===== src/rtl/uart_tx_fifo_pkg.sv =====
// Shared definitions for the memory-mapped UART transmitter: register offsets,
// STATUS/CTRL bit positions, parity encodings and the TX FSM state type.
package uart_tx_fifo_pkg;

  // Register byte offsets within the UART window
  localparam logic [3:0] IO_UART_TX_OFFSET     = 4'h4;
  localparam logic [3:0] IO_UART_STATUS_OFFSET = 4'h8;
  localparam logic [3:0] IO_UART_CTRL_OFFSET   = 4'hC;

  // STATUS bit indices
  localparam int IO_UART_STATUS_FULL      = 0;
  localparam int IO_UART_STATUS_ACTIVE    = 1;
  localparam int IO_UART_STATUS_EMPTY     = 2;
  localparam int IO_UART_STATUS_OVERFLOW  = 3;
  localparam int IO_UART_STATUS_LEVEL_LSB = 8;

  // CTRL field positions (divisor occupies the low DIV_W bits)
  localparam int IO_UART_CTRL_PARITY_LSB = 16;
  localparam int IO_UART_CTRL_STOP2      = 18;

  // Parity encodings; 2'b11 behaves like no parity
  typedef enum logic [1:0] {
    IO_UART_PARITY_NONE  = 2'b00,
    IO_UART_PARITY_EVEN  = 2'b01,
    IO_UART_PARITY_ODD   = 2'b10,
    IO_UART_PARITY_NONE2 = 2'b11
  } parity_e;

  typedef enum logic [2:0] {
    ST_IDLE,
    ST_START,
    ST_DATA,
    ST_PARITY,
    ST_STOP
  } tx_state_e;

  // Word-select compare: the two byte-lane bits of the address are ignored
  function automatic logic addr_hit(input logic [3:0] addr, input logic [3:0] offset);
    return addr[3:2] == offset[3:2];
  endfunction

endpackage


===== src/rtl/uart_tx_fifo_sync.sv =====
// Single-clock FIFO with occupancy count; shared by the TX path and a future RX path.
// Push while full and pop while empty are ignored.
module sync_fifo #(
  parameter int WIDTH = 8,
  parameter int DEPTH = 16
) (
  input  logic                     clk,
  input  logic                     rst,
  input  logic                     push,
  input  logic                     pop,
  input  logic [WIDTH-1:0]         din,
  output logic [WIDTH-1:0]         dout,
  output logic [$clog2(DEPTH):0]   level,
  output logic                     full,
  output logic                     empty
);

  localparam int AW = $clog2(DEPTH);
  localparam int LW = AW + 1;

  logic [WIDTH-1:0] mem [DEPTH];
  logic [AW-1:0]    wr_ptr;
  logic [AW-1:0]    rd_ptr;
  logic [LW-1:0]    level_q;
  logic             do_push;
  logic             do_pop;

  assign do_push = push && !full;
  assign do_pop  = pop && !empty;

  // Storage write
  // NOTE: the storage array has no reset; the pointers and level alone define
  // which entries are valid, so clearing the array would only cost logic.
  always_ff @(posedge clk) begin
    if (do_push) mem[wr_ptr] <= din;
  end

  // Pointer and occupancy bookkeeping
  // NOTE: sequential state is updated with non-blocking assignments so every
  // register samples pre-edge values regardless of statement order.
  always_ff @(posedge clk) begin
    if (rst) begin
      wr_ptr  <= '0;
      rd_ptr  <= '0;
      level_q <= '0;
    end else begin
      if (do_push) wr_ptr <= wr_ptr + AW'(1);
      if (do_pop)  rd_ptr <= rd_ptr + AW'(1);
      case ({do_push, do_pop})
        2'b10:   level_q <= level_q + LW'(1);
        2'b01:   level_q <= level_q - LW'(1);
        default: level_q <= level_q;
      endcase
    end
  end

  assign dout  = mem[rd_ptr];
  assign level = level_q;
  assign full  = (level_q == LW'(DEPTH));
  assign empty = (level_q == '0);

endmodule


===== src/rtl/uart_tx_fifo.sv =====
// Memory-mapped UART transmitter: TXDATA/STATUS/CTRL registers, a TX FIFO,
// runtime baud divisor, optional parity, one or two stop bits, and either
// stall-on-full or drop-with-overflow behaviour for TXDATA writes.
module uart_tx_fifo
  import uart_tx_fifo_pkg::*;
#(
  parameter int FIFO_DEPTH    = 16,
  parameter int DATA_BITS     = 8,
  parameter int DIV_W         = 16,
  parameter int DEFAULT_DIV   = 867,
  parameter bit STALL_ON_FULL = 1'b1
) (
  input  logic        clk,
  input  logic        rst,
  input  logic        mmio_req,
  input  logic        mmio_we,
  input  logic [3:0]  mmio_addr,
  input  logic [31:0] mmio_wdata,
  output logic [31:0] mmio_rdata,
  output logic        mmio_ready,
  output logic        uart_tx,
  output logic        irq_tx_empty
);

  localparam int LVL_W = $clog2(FIFO_DEPTH) + 1;
  localparam int IDX_W = (DATA_BITS > 1) ? $clog2(DATA_BITS) : 1;
  localparam logic [IDX_W-1:0] LAST_IDX = IDX_W'(DATA_BITS - 1);

  // ---------------- register decode ----------------
  logic sel_tx, sel_status, sel_ctrl, wr;
  logic push, drop;

  logic [DATA_BITS-1:0] fifo_dout;
  logic [LVL_W-1:0]     fifo_level;
  logic                 fifo_full, fifo_empty, pop;

  logic [DIV_W-1:0] div_q;
  parity_e          parity_q;
  logic             stop2_q;
  logic             overflow_q;

  assign sel_tx     = addr_hit(mmio_addr, IO_UART_TX_OFFSET);
  assign sel_status = addr_hit(mmio_addr, IO_UART_STATUS_OFFSET);
  assign sel_ctrl   = addr_hit(mmio_addr, IO_UART_CTRL_OFFSET);
  assign wr         = mmio_req && mmio_we;

  // Only a stalled TXDATA write ever waits; full is registered, so ready
  // returns the cycle after a pop frees a slot.
  assign mmio_ready = !(STALL_ON_FULL && wr && sel_tx && fifo_full);
  assign push       = wr && sel_tx && mmio_ready && !fifo_full;
  assign drop       = !STALL_ON_FULL && wr && sel_tx && fifo_full;

  logic unused_bits;
  assign unused_bits = ^{mmio_addr[1:0], mmio_wdata};

  // Configuration and sticky overflow registers
  always_ff @(posedge clk) begin
    if (rst) begin
      div_q      <= DIV_W'(DEFAULT_DIV);
      parity_q   <= IO_UART_PARITY_NONE;
      stop2_q    <= 1'b0;
      overflow_q <= 1'b0;
    end else begin
      if (wr && sel_ctrl) begin
        div_q    <= mmio_wdata[DIV_W-1:0];
        parity_q <= parity_e'(mmio_wdata[IO_UART_CTRL_PARITY_LSB +: 2]);
        stop2_q  <= mmio_wdata[IO_UART_CTRL_STOP2];
      end
      if (drop)
        overflow_q <= 1'b1;
      else if (wr && sel_status && mmio_wdata[IO_UART_STATUS_OVERFLOW])
        overflow_q <= 1'b0;
    end
  end

  // ---------------- TX FIFO ----------------
  sync_fifo #(
    .WIDTH (DATA_BITS),
    .DEPTH (FIFO_DEPTH)
  ) u_fifo (
    .clk   (clk),
    .rst   (rst),
    .push  (push),
    .pop   (pop),
    .din   (mmio_wdata[DATA_BITS-1:0]),
    .dout  (fifo_dout),
    .level (fifo_level),
    .full  (fifo_full),
    .empty (fifo_empty)
  );

  // ---------------- TX FSM ----------------
  tx_state_e            state_q, state_d;
  logic [DIV_W-1:0]     timer_q, timer_d;
  logic [IDX_W-1:0]     bit_idx_q, bit_idx_d;
  logic                 stop_idx_q, stop_idx_d;
  logic [DATA_BITS-1:0] shift_q, shift_d;
  logic                 par_bit_q, par_en_q, stop2_lat_q;
  logic [DIV_W-1:0]     div_lat_q;
  logic                 load, bit_done;

  assign bit_done = (timer_q == div_lat_q);

  // Next-state, bit timer and pop control
  // NOTE: every signal written here gets a default first, so no path leaves
  // a value unassigned and no latch is inferred.
  always_comb begin
    state_d    = state_q;
    timer_d    = timer_q + DIV_W'(1);
    bit_idx_d  = bit_idx_q;
    stop_idx_d = stop_idx_q;
    shift_d    = shift_q;
    pop        = 1'b0;
    load       = 1'b0;
    case (state_q)
      ST_IDLE: begin
        timer_d = '0;
        if (!fifo_empty) begin
          pop     = 1'b1;
          load    = 1'b1;
          state_d = ST_START;
        end
      end
      ST_START: begin
        if (bit_done) begin
          timer_d   = '0;
          bit_idx_d = '0;
          state_d   = ST_DATA;
        end
      end
      ST_DATA: begin
        if (bit_done) begin
          timer_d = '0;
          shift_d = shift_q >> 1;
          if (bit_idx_q == LAST_IDX) begin
            stop_idx_d = 1'b0;
            state_d    = par_en_q ? ST_PARITY : ST_STOP;
          end else begin
            bit_idx_d = bit_idx_q + IDX_W'(1);
          end
        end
      end
      ST_PARITY: begin
        if (bit_done) begin
          timer_d    = '0;
          stop_idx_d = 1'b0;
          state_d    = ST_STOP;
        end
      end
      ST_STOP: begin
        if (bit_done) begin
          timer_d = '0;
          if (stop2_lat_q && !stop_idx_q) begin
            stop_idx_d = 1'b1;
          end else if (!fifo_empty) begin
            pop     = 1'b1;
            load    = 1'b1;
            state_d = ST_START;
          end else begin
            state_d = ST_IDLE;
          end
        end
      end
      default: state_d = ST_IDLE;
    endcase
  end

  // FSM state, timer and per-frame latched character/configuration
  always_ff @(posedge clk) begin
    if (rst) begin
      state_q     <= ST_IDLE;
      timer_q     <= '0;
      bit_idx_q   <= '0;
      stop_idx_q  <= 1'b0;
      shift_q     <= '0;
      par_bit_q   <= 1'b0;
      par_en_q    <= 1'b0;
      stop2_lat_q <= 1'b0;
      div_lat_q   <= '0;
    end else begin
      state_q    <= state_d;
      timer_q    <= timer_d;
      bit_idx_q  <= bit_idx_d;
      stop_idx_q <= stop_idx_d;
      if (load) begin
        shift_q     <= fifo_dout;
        par_bit_q   <= (^fifo_dout) ^ (parity_q == IO_UART_PARITY_ODD);
        par_en_q    <= (parity_q == IO_UART_PARITY_EVEN) || (parity_q == IO_UART_PARITY_ODD);
        stop2_lat_q <= stop2_q;
        div_lat_q   <= div_q;
      end else begin
        shift_q <= shift_d;
      end
    end
  end

  // Serial line level decoded from the current state
  always_comb begin
    uart_tx = 1'b1;
    case (state_q)
      ST_START:  uart_tx = 1'b0;
      ST_DATA:   uart_tx = shift_q[0];
      ST_PARITY: uart_tx = par_bit_q;
      default:   uart_tx = 1'b1;
    endcase
  end

  assign irq_tx_empty = fifo_empty && (state_q == ST_IDLE);

  // ---------------- read mux ----------------
  logic [31:0] status_word, ctrl_word;

  // Register read data; zero unless a read is in progress
  always_comb begin
    status_word = '0;
    status_word[IO_UART_STATUS_FULL]     = fifo_full;
    status_word[IO_UART_STATUS_ACTIVE]   = (state_q != ST_IDLE);
    status_word[IO_UART_STATUS_EMPTY]    = fifo_empty;
    status_word[IO_UART_STATUS_OVERFLOW] = overflow_q;
    status_word[IO_UART_STATUS_LEVEL_LSB +: 8] = 8'(fifo_level);

    ctrl_word = '0;
    ctrl_word[DIV_W-1:0]                     = div_q;
    ctrl_word[IO_UART_CTRL_PARITY_LSB +: 2] = parity_q;
    ctrl_word[IO_UART_CTRL_STOP2]            = stop2_q;

    mmio_rdata = '0;
    if (mmio_req && !mmio_we) begin
      if (sel_status)    mmio_rdata = status_word;
      else if (sel_ctrl) mmio_rdata = ctrl_word;
    end
  end

endmodule


===== config.mk =====
export PLATFORM = sky130hd
export DESIGN_NAME = uart_tx_fifo
export DESIGN_NICKNAME = d
export VERILOG_FILES = /design/src/rtl/uart_tx_fifo_pkg.sv /design/src/rtl/uart_tx_fifo_sync.sv /design/src/rtl/uart_tx_fifo.sv
export SDC_FILE = /design/constraint.sdc
export NUM_CORES = 1
export LEC_CHECK = 0
export ABC_CLOCK_PERIOD_IN_PS = 7570
export CORE_MARGIN = 2
export CORE_UTILIZATION = 62
export CTS_BUF_LIST = sky130_fd_sc_hd__clkbuf_16
export DETAILED_ROUTE_END_ITERATION = 10
export PLACE_DENSITY_LB_ADDON = 0.15
export SYNTH_ARGS = -nofsm -noshare
export SYNTH_HDL_FRONTEND = slang
export SYNTH_SLANG_ARGS = --single-unit

===== constraint.sdc =====
create_clock -name clk -period 7.57 [get_ports clk]
set_input_delay 1.514 -clock clk [delete_from_list [all_inputs] [get_ports clk]]
set_output_delay 1.514 -clock clk [all_outputs]
set_load 0.01 [all_outputs]

; ---- Yosys cells after proc, flatten, opt, wreduce, memory -nomap -nowiden
; Memory sizes are Yosys's and may differ from the RTL's. A register that Yosys moved wholly into a read port is not among the register bits.
; Cells that the tools add are included.
[totals]
reg_bits = 82
ramBits = 128
inputBits = 40
out_inout_bits = 35
wordCells = 115
memories = 1
[mem_list]
columns = memory, words, width, read_ports, rd_ports_with_merged_regs, write_ports, line_no
row1 = u_fifo.mem, 16, 8, 1, 1, 1, uart_tx_fifo_sync.sv:21  ; logic [WIDTH-1:0] mem [DEPTH];
[classes]
addsub = 6
eq_ne = 23
n_mux = 38
bitwise_logic = 1
n_reduce_logical = 31
[op_table]
columns = operator, count
row1 = $mux W19, 3
row2 = $mux W3, 11
row3 = $pmux W16 S2, 1
row4 = $mux W8, 3
row5 = $ne A2 B2 Y1 const B, 9
row6 = $add A16 B1 Y16 const B, 1
row7 = $eq A16 B16 Y1, 1
row8 = $mux W16, 1
row9 = $pmux W3 S5, 1
row10 = $logic_and A1 B1 Y1, 11
row11 = $mux W1, 11
row12 = $pmux W5 S2, 1
row13 = $add A4 B1 Y4 const B, 2
row14 = $eq A2 B2 Y1 const B, 4
row15 = $mux W4, 2
row16 = $reduce_bool A2 Y1, 4
row17 = $reduce_xor A8 Y1, 1
row18 = $reduce_and A7 Y1, 1
row19 = $eq A2 B1 Y1 const B, 3
row20 = $eq A3 B2 Y1 const B, 2
row21 = $eq A3 B3 Y1 const B, 2
row22 = $pmux W1 S3, 2
row23 = $pmux W3 S2, 1
row24 = $reduce_and A6 Y1, 1
row25 = 15 further kinds, 20

; ---- Longest topological paths before layout
[depth]
depth_word = 9
ltp_mapped = 16
mapped_depth_nobuf = 14

; ---- By module
; Synthesis repeated with hierarchy kept, for this count alone.
[hier_totals]
cells_unflattened = 792
hier_area_um2 = 9552.9
[by_module_without_submodules]
columns = mod, instances, cells_each, area_per_inst_um2, seq_area_each_um2
row1 = sync_fifo, 1, 330, 5891.9, 4184.0
row2 = uart_tx_fifo, 1, 462, 3661.0, 1381.3

; ---- Worst setup path after synthesis
; OpenSTA, ideal clock, no wires.
[synth_path]
path_type = input to output
startpoint = input port mmio_addr[3]
endpoint = output port mmio_rdata[13]
arrival_time_ps = 2482
t_required_ps = 6056
setup_slack_ps = 3574
path_stages = 5
n_path_buf = 1
cell_sequence = nand2_1 > or2_2 > clkbuf_1 > nor2_1 > and2_1
[synth_via]
elab_chain_len = 4
elab_cells_between_ends = 5
classes_between = 2 x eq/ne / 3 x mux
[synth_lines]
columns = item, line_no
row1 = from (decl), uart_tx_fifo.sv:17  ; input logic [3:0] mmio_addr,
row2 = $eq A2 B2 Y1, uart_tx_fifo_pkg.sv:39  ; return addr[3:2] == offset[3:2];
row3 = $mux W19, uart_tx_fifo.sv:230  ; else if (sel_ctrl) mmio_rdata = ctrl_word;
row4 = $mux W19 (*), uart_tx_fifo.sv:229  ; if (sel_status) mmio_rdata = status_word;
row5 = $mux W19 (*), uart_tx_fifo.sv:228  ; if (mmio_req && !mmio_we) begin
row6 = to (decl), uart_tx_fifo.sv:19  ; output logic [31:0] mmio_rdata,
; Mark *: on every way between the ends. The rest lies on a longest branch, timed or not.

; ---- Final worst setup path
[layout_path]
startpoint = input port mmio_addr[3]
endpoint = output port mmio_rdata[18]
; The elaborated chain is that of the path after synthesis.

==> impl_metrics.py <==
metrics = {
    "outcome": {
        "status": "completed",
    },
    "worst_setup_path": {
        "cp-end-kind": "output port",
        "cpLargestDelayFamily": "simple AND/OR/NAND/NOR gates",
        "path_common_cell": "clkdlybuf4s50_1",
        "critPathRequiredTime_ps": 6060,
        "crit_cells": 6,
        "cp.arrival_ps": 3810,
        "cp_cell_sequence": "clkdlybuf4s50_1 > nand2_1 > or2_2 > nor2_1 > and2_1 > clkdlybuf4s50_1",
        "rr_endpoint": "u_fifo.level[4]",
        "start_kind": "input port",
        "max_stage_delay_ps": 560,
        "critPathSlowestCell": "nor2_1",
        "path_buf_inv": 2,
        "critical_path_class": "input port to output port",
        "crit_fanout": 10,
        "reg2reg_from": "timer_q[14]",
        "rrSetupSlack_ps": 3140,
        "r2r_cells": 15,
    },
    "logic_synthesis": {
        "yosysTopAreaCellShare_pct": 42.17,
        "synth.avg_cell_area_sq_um": 12.62,
        "synth_warnings": 0,
        "yosysMostFrequentCell": "edfxtp_1",
        "synthTopCellsByArea": "edfxtp_1 42%, dfxtp_1 19%, mux4_1 5.2%, mux4_2 4.4%, nand2_1 4.3%",
        "synth_area_leader_cell": "edfxtp_1",
        "syn_inst": 722,
        "async_flop_share_pct": 0,
        "synth_cell_types": 44,
        "synth.top_cells.by_count": "128 x edfxtp_1, 104 x nand2_1, 86 x dfxtp_1",
        "synth_ff_type": "edfxtp_1",
        "synth_seq_cells": 214,
        "mappedNetlistArea_sq_mm": 0.009115,
        "yosysSeqAreaShare_pct": 61.06,
        "synth_edf_count": 128,
    },
    "finish": {
        "area_growth_pct": 13.30,
        "fillers": 964,
        "diodes": 0,
        "nets": 814,
        "final_cell_area_sq_mm": 0.01033,
        "drive_gt1_share_pct": 8.740,
    },
    "drt": {
        "drtIter0Drc": 376,
        "viasPerCell": 5.816,
        "wl_per_cell_microns": 19.05,
        "dr.pass1.iters": 5,
        "drc": 0,
        "final_antenna_net_count": 0,
        "vias": 5595,
        "routed_wl_microns": 18320,
    },
    "min_path": {
        "min_from": "shift_q[0]",
        "min_to": "shift_q[0]",
        "hold_path_depth": 2,
        "min_path_type": "register to register",
    },
    "timing": {
        "fin_tns_setup_ps": 0,
        "finalHoldWorstSlack_ps": 463.0,
        "finalMaxSlewViolations": 0,
        "post-route-min-period_ps": 5323,
        "setup_ws_ps": 2247,
        "fmax_mhz": 187.9,
        "hold_viol_final": 0,
        "relSlewSlack_pct": 20.40,
        "rsz0062_at_grt": "false",
        "finalSetupViolCount": 0,
        "final.period_utilization_pct": 70.32,
        "worst_pin_slew_ps": 1192,
        "fin_skew_ps": 17.32,
    },
    "power": {
        "seqPwrFrac_pct": 43.3,
        "switchingPower_mw": 0.9297,
        "power.internal_mw": 2.267,
        "p_sw_share_pct": 29.09,
        "vdd_drop_max_v": 0.0003208,
        "p_per_area_mw_per_mm2": 309.5,
        "pwr-share-clk_pct": 33.0,
        "total_power_mw": 3.196,
        "power_frac_comb_pct": 23.7,
        "cellLeakagePower_nw": 3.516,
    },
    "die": {
        "io_pins": 75,
        "core_area_sq_mm": 0.01442,
        "core.rowCount": 44,
        "die_area_sq_mm": 0.01569,
        "die_h_microns": 125.3,
        "start_util_pct": 63.19,
        "die_w_microns": 125.3,
    },
    "placement": {
        "gp_congestion": 0.8363,
        "dpl_cell_area_sq_mm": 0.009613,
        "port_buffers": 46,
        "dpl.hpwl_microns": 11870,
        "dp_slack_ps": 2254,
    },
    "global_route": {
        "grt_pass1_wl_microns": 29530,
        "grt_antenna_before_repair": 0,
        "gr-total-overflow": 0,
        "grt_pass1_vias": 5601,
        "grt_max_degree": 69,
        "gr-usage-all-layers_pct": 23.68,
    },
    "cts": {
        "insertion_delay_ps": 500,
        "cts_tree": "built",
        "cts.htree.levels": 1,
        "clockBufferDepth": 3,
        "cts_resized": 0,
        "cts_root_buf": "clkbuf_16",
        "numCtsBuffers": 22,
        "holdBufCountCts": 0,
        "postCtsSetupRepairBufs": 0,
        "clock_sink_count": 214,
        "clk_pin_slew_ps": 60,
    },
    "flow_run": {
        "maxCapViolations": 0,
    },
}
worst min-delay path, stage by stage (launching register included):
cell,delay (ps)
dfxtp_1,310
nand3_1,60
a21oi_1,50
metal layers:
metal	track usage, %	up-vias	wire (microns)
met3	4.022	35	1065
li1	-	2675	-
met2	41.43	191	9232
met5	0	-	0
met1	30.95	2694	7636
met4	6.471	0	390
flip-flops by register name, indices dropped and copies added (netlist names), named ones only:
name / flops
div_lat_q: 16
u_fifo.wr_ptr: 4
shift_q: 8
par_bit_q: 1
u_fifo.level: 5
par_en_q: 1
parity_q: 2
u_fifo.rd_ptr: 4
stop_idx_q: 1
div_q: 16
stop2_q: 1
timer_q: 16
stop2_lat_q: 1
state_q: 3
bit_idx_q: 3
u_fifo.mem: 128
power groups by stage:
stage          clock network, mW  logic, mW  registers (mW)
2_1_floorplan                  0      0.651            1.35
3_3_place_gp                   0      0.729            1.40
3_5_place_dp                   0      0.753            1.41
4_1_cts                     1.07      0.760            1.38
5_1_grt                     1.12      0.830            1.40
6_report                    1.05      0.758            1.38
layout make-up:
cell class                 count  area, sq um  area share (%)
clock inverter                17        138.9           1.345
inverter                      11        41.29          0.3998
tap                          184        230.2           2.229
sequential                   214         5567           53.90
multi-input combinational    459         3259           31.56
clock buffer                  23        575.6           5.573
timing repair buffer          54        515.5           4.992
how the worst max path moves through the flow:
stage                             from             end
final                     mmio_addr[3]  mmio_rdata[18]
after global routing      mmio_addr[2]   mmio_rdata[4]
after detailed placement  mmio_addr[3]  mmio_rdata[18]
after floorplan           mmio_addr[3]  mmio_rdata[13]
after CTS                 mmio_addr[3]  mmio_rdata[18]
after global placement    mmio_addr[3]  mmio_rdata[18]
cells by family after synthesis:
family	Yosys count	share of synthesized area, %
and+or+nand+nor	263	13.19
DFF	214	61.06
AOI/OAI and AO/OA	84	5.285
buffers and inverters	61	3.679
xor gates and xnor gates	44	4.695
muxes	43	10.40
adders and majority gates	12	1.647
other	1	0.04114
placed cells by master, fill, tap and decap left out, drive strengths merged, types with 9 or more instances in the layout:
master / Yosys / routed
and2: 11 / 11
clkdlybuf4s50: 0 / 45
a21oi: 53 / 53
nand3: 26 / 26
nor2: 68 / 68
nand2: 104 / 104
xor2: 15 / 15
mux4: 36 / 36
clkbuf: 22 / 23
xnor2: 26 / 26
conb: 1 / 13
inv: 11 / 19
dfxtp: 86 / 86
ha: 12 / 12
nand4: 9 / 9
buf: 28 / 9
edfxtp: 128 / 128
a22oi: 15 / 15
metrics by stage:
step | cells | util (%)
detailed placement | 922 | 66.65
finish | 962 | 71.60
CTS | 962 | 71.60
floorplan | 734 | -
global route | 962 | 71.60
global placement | 922 | 66.65
No activity file was read; power rests on OpenSTA's default activity.
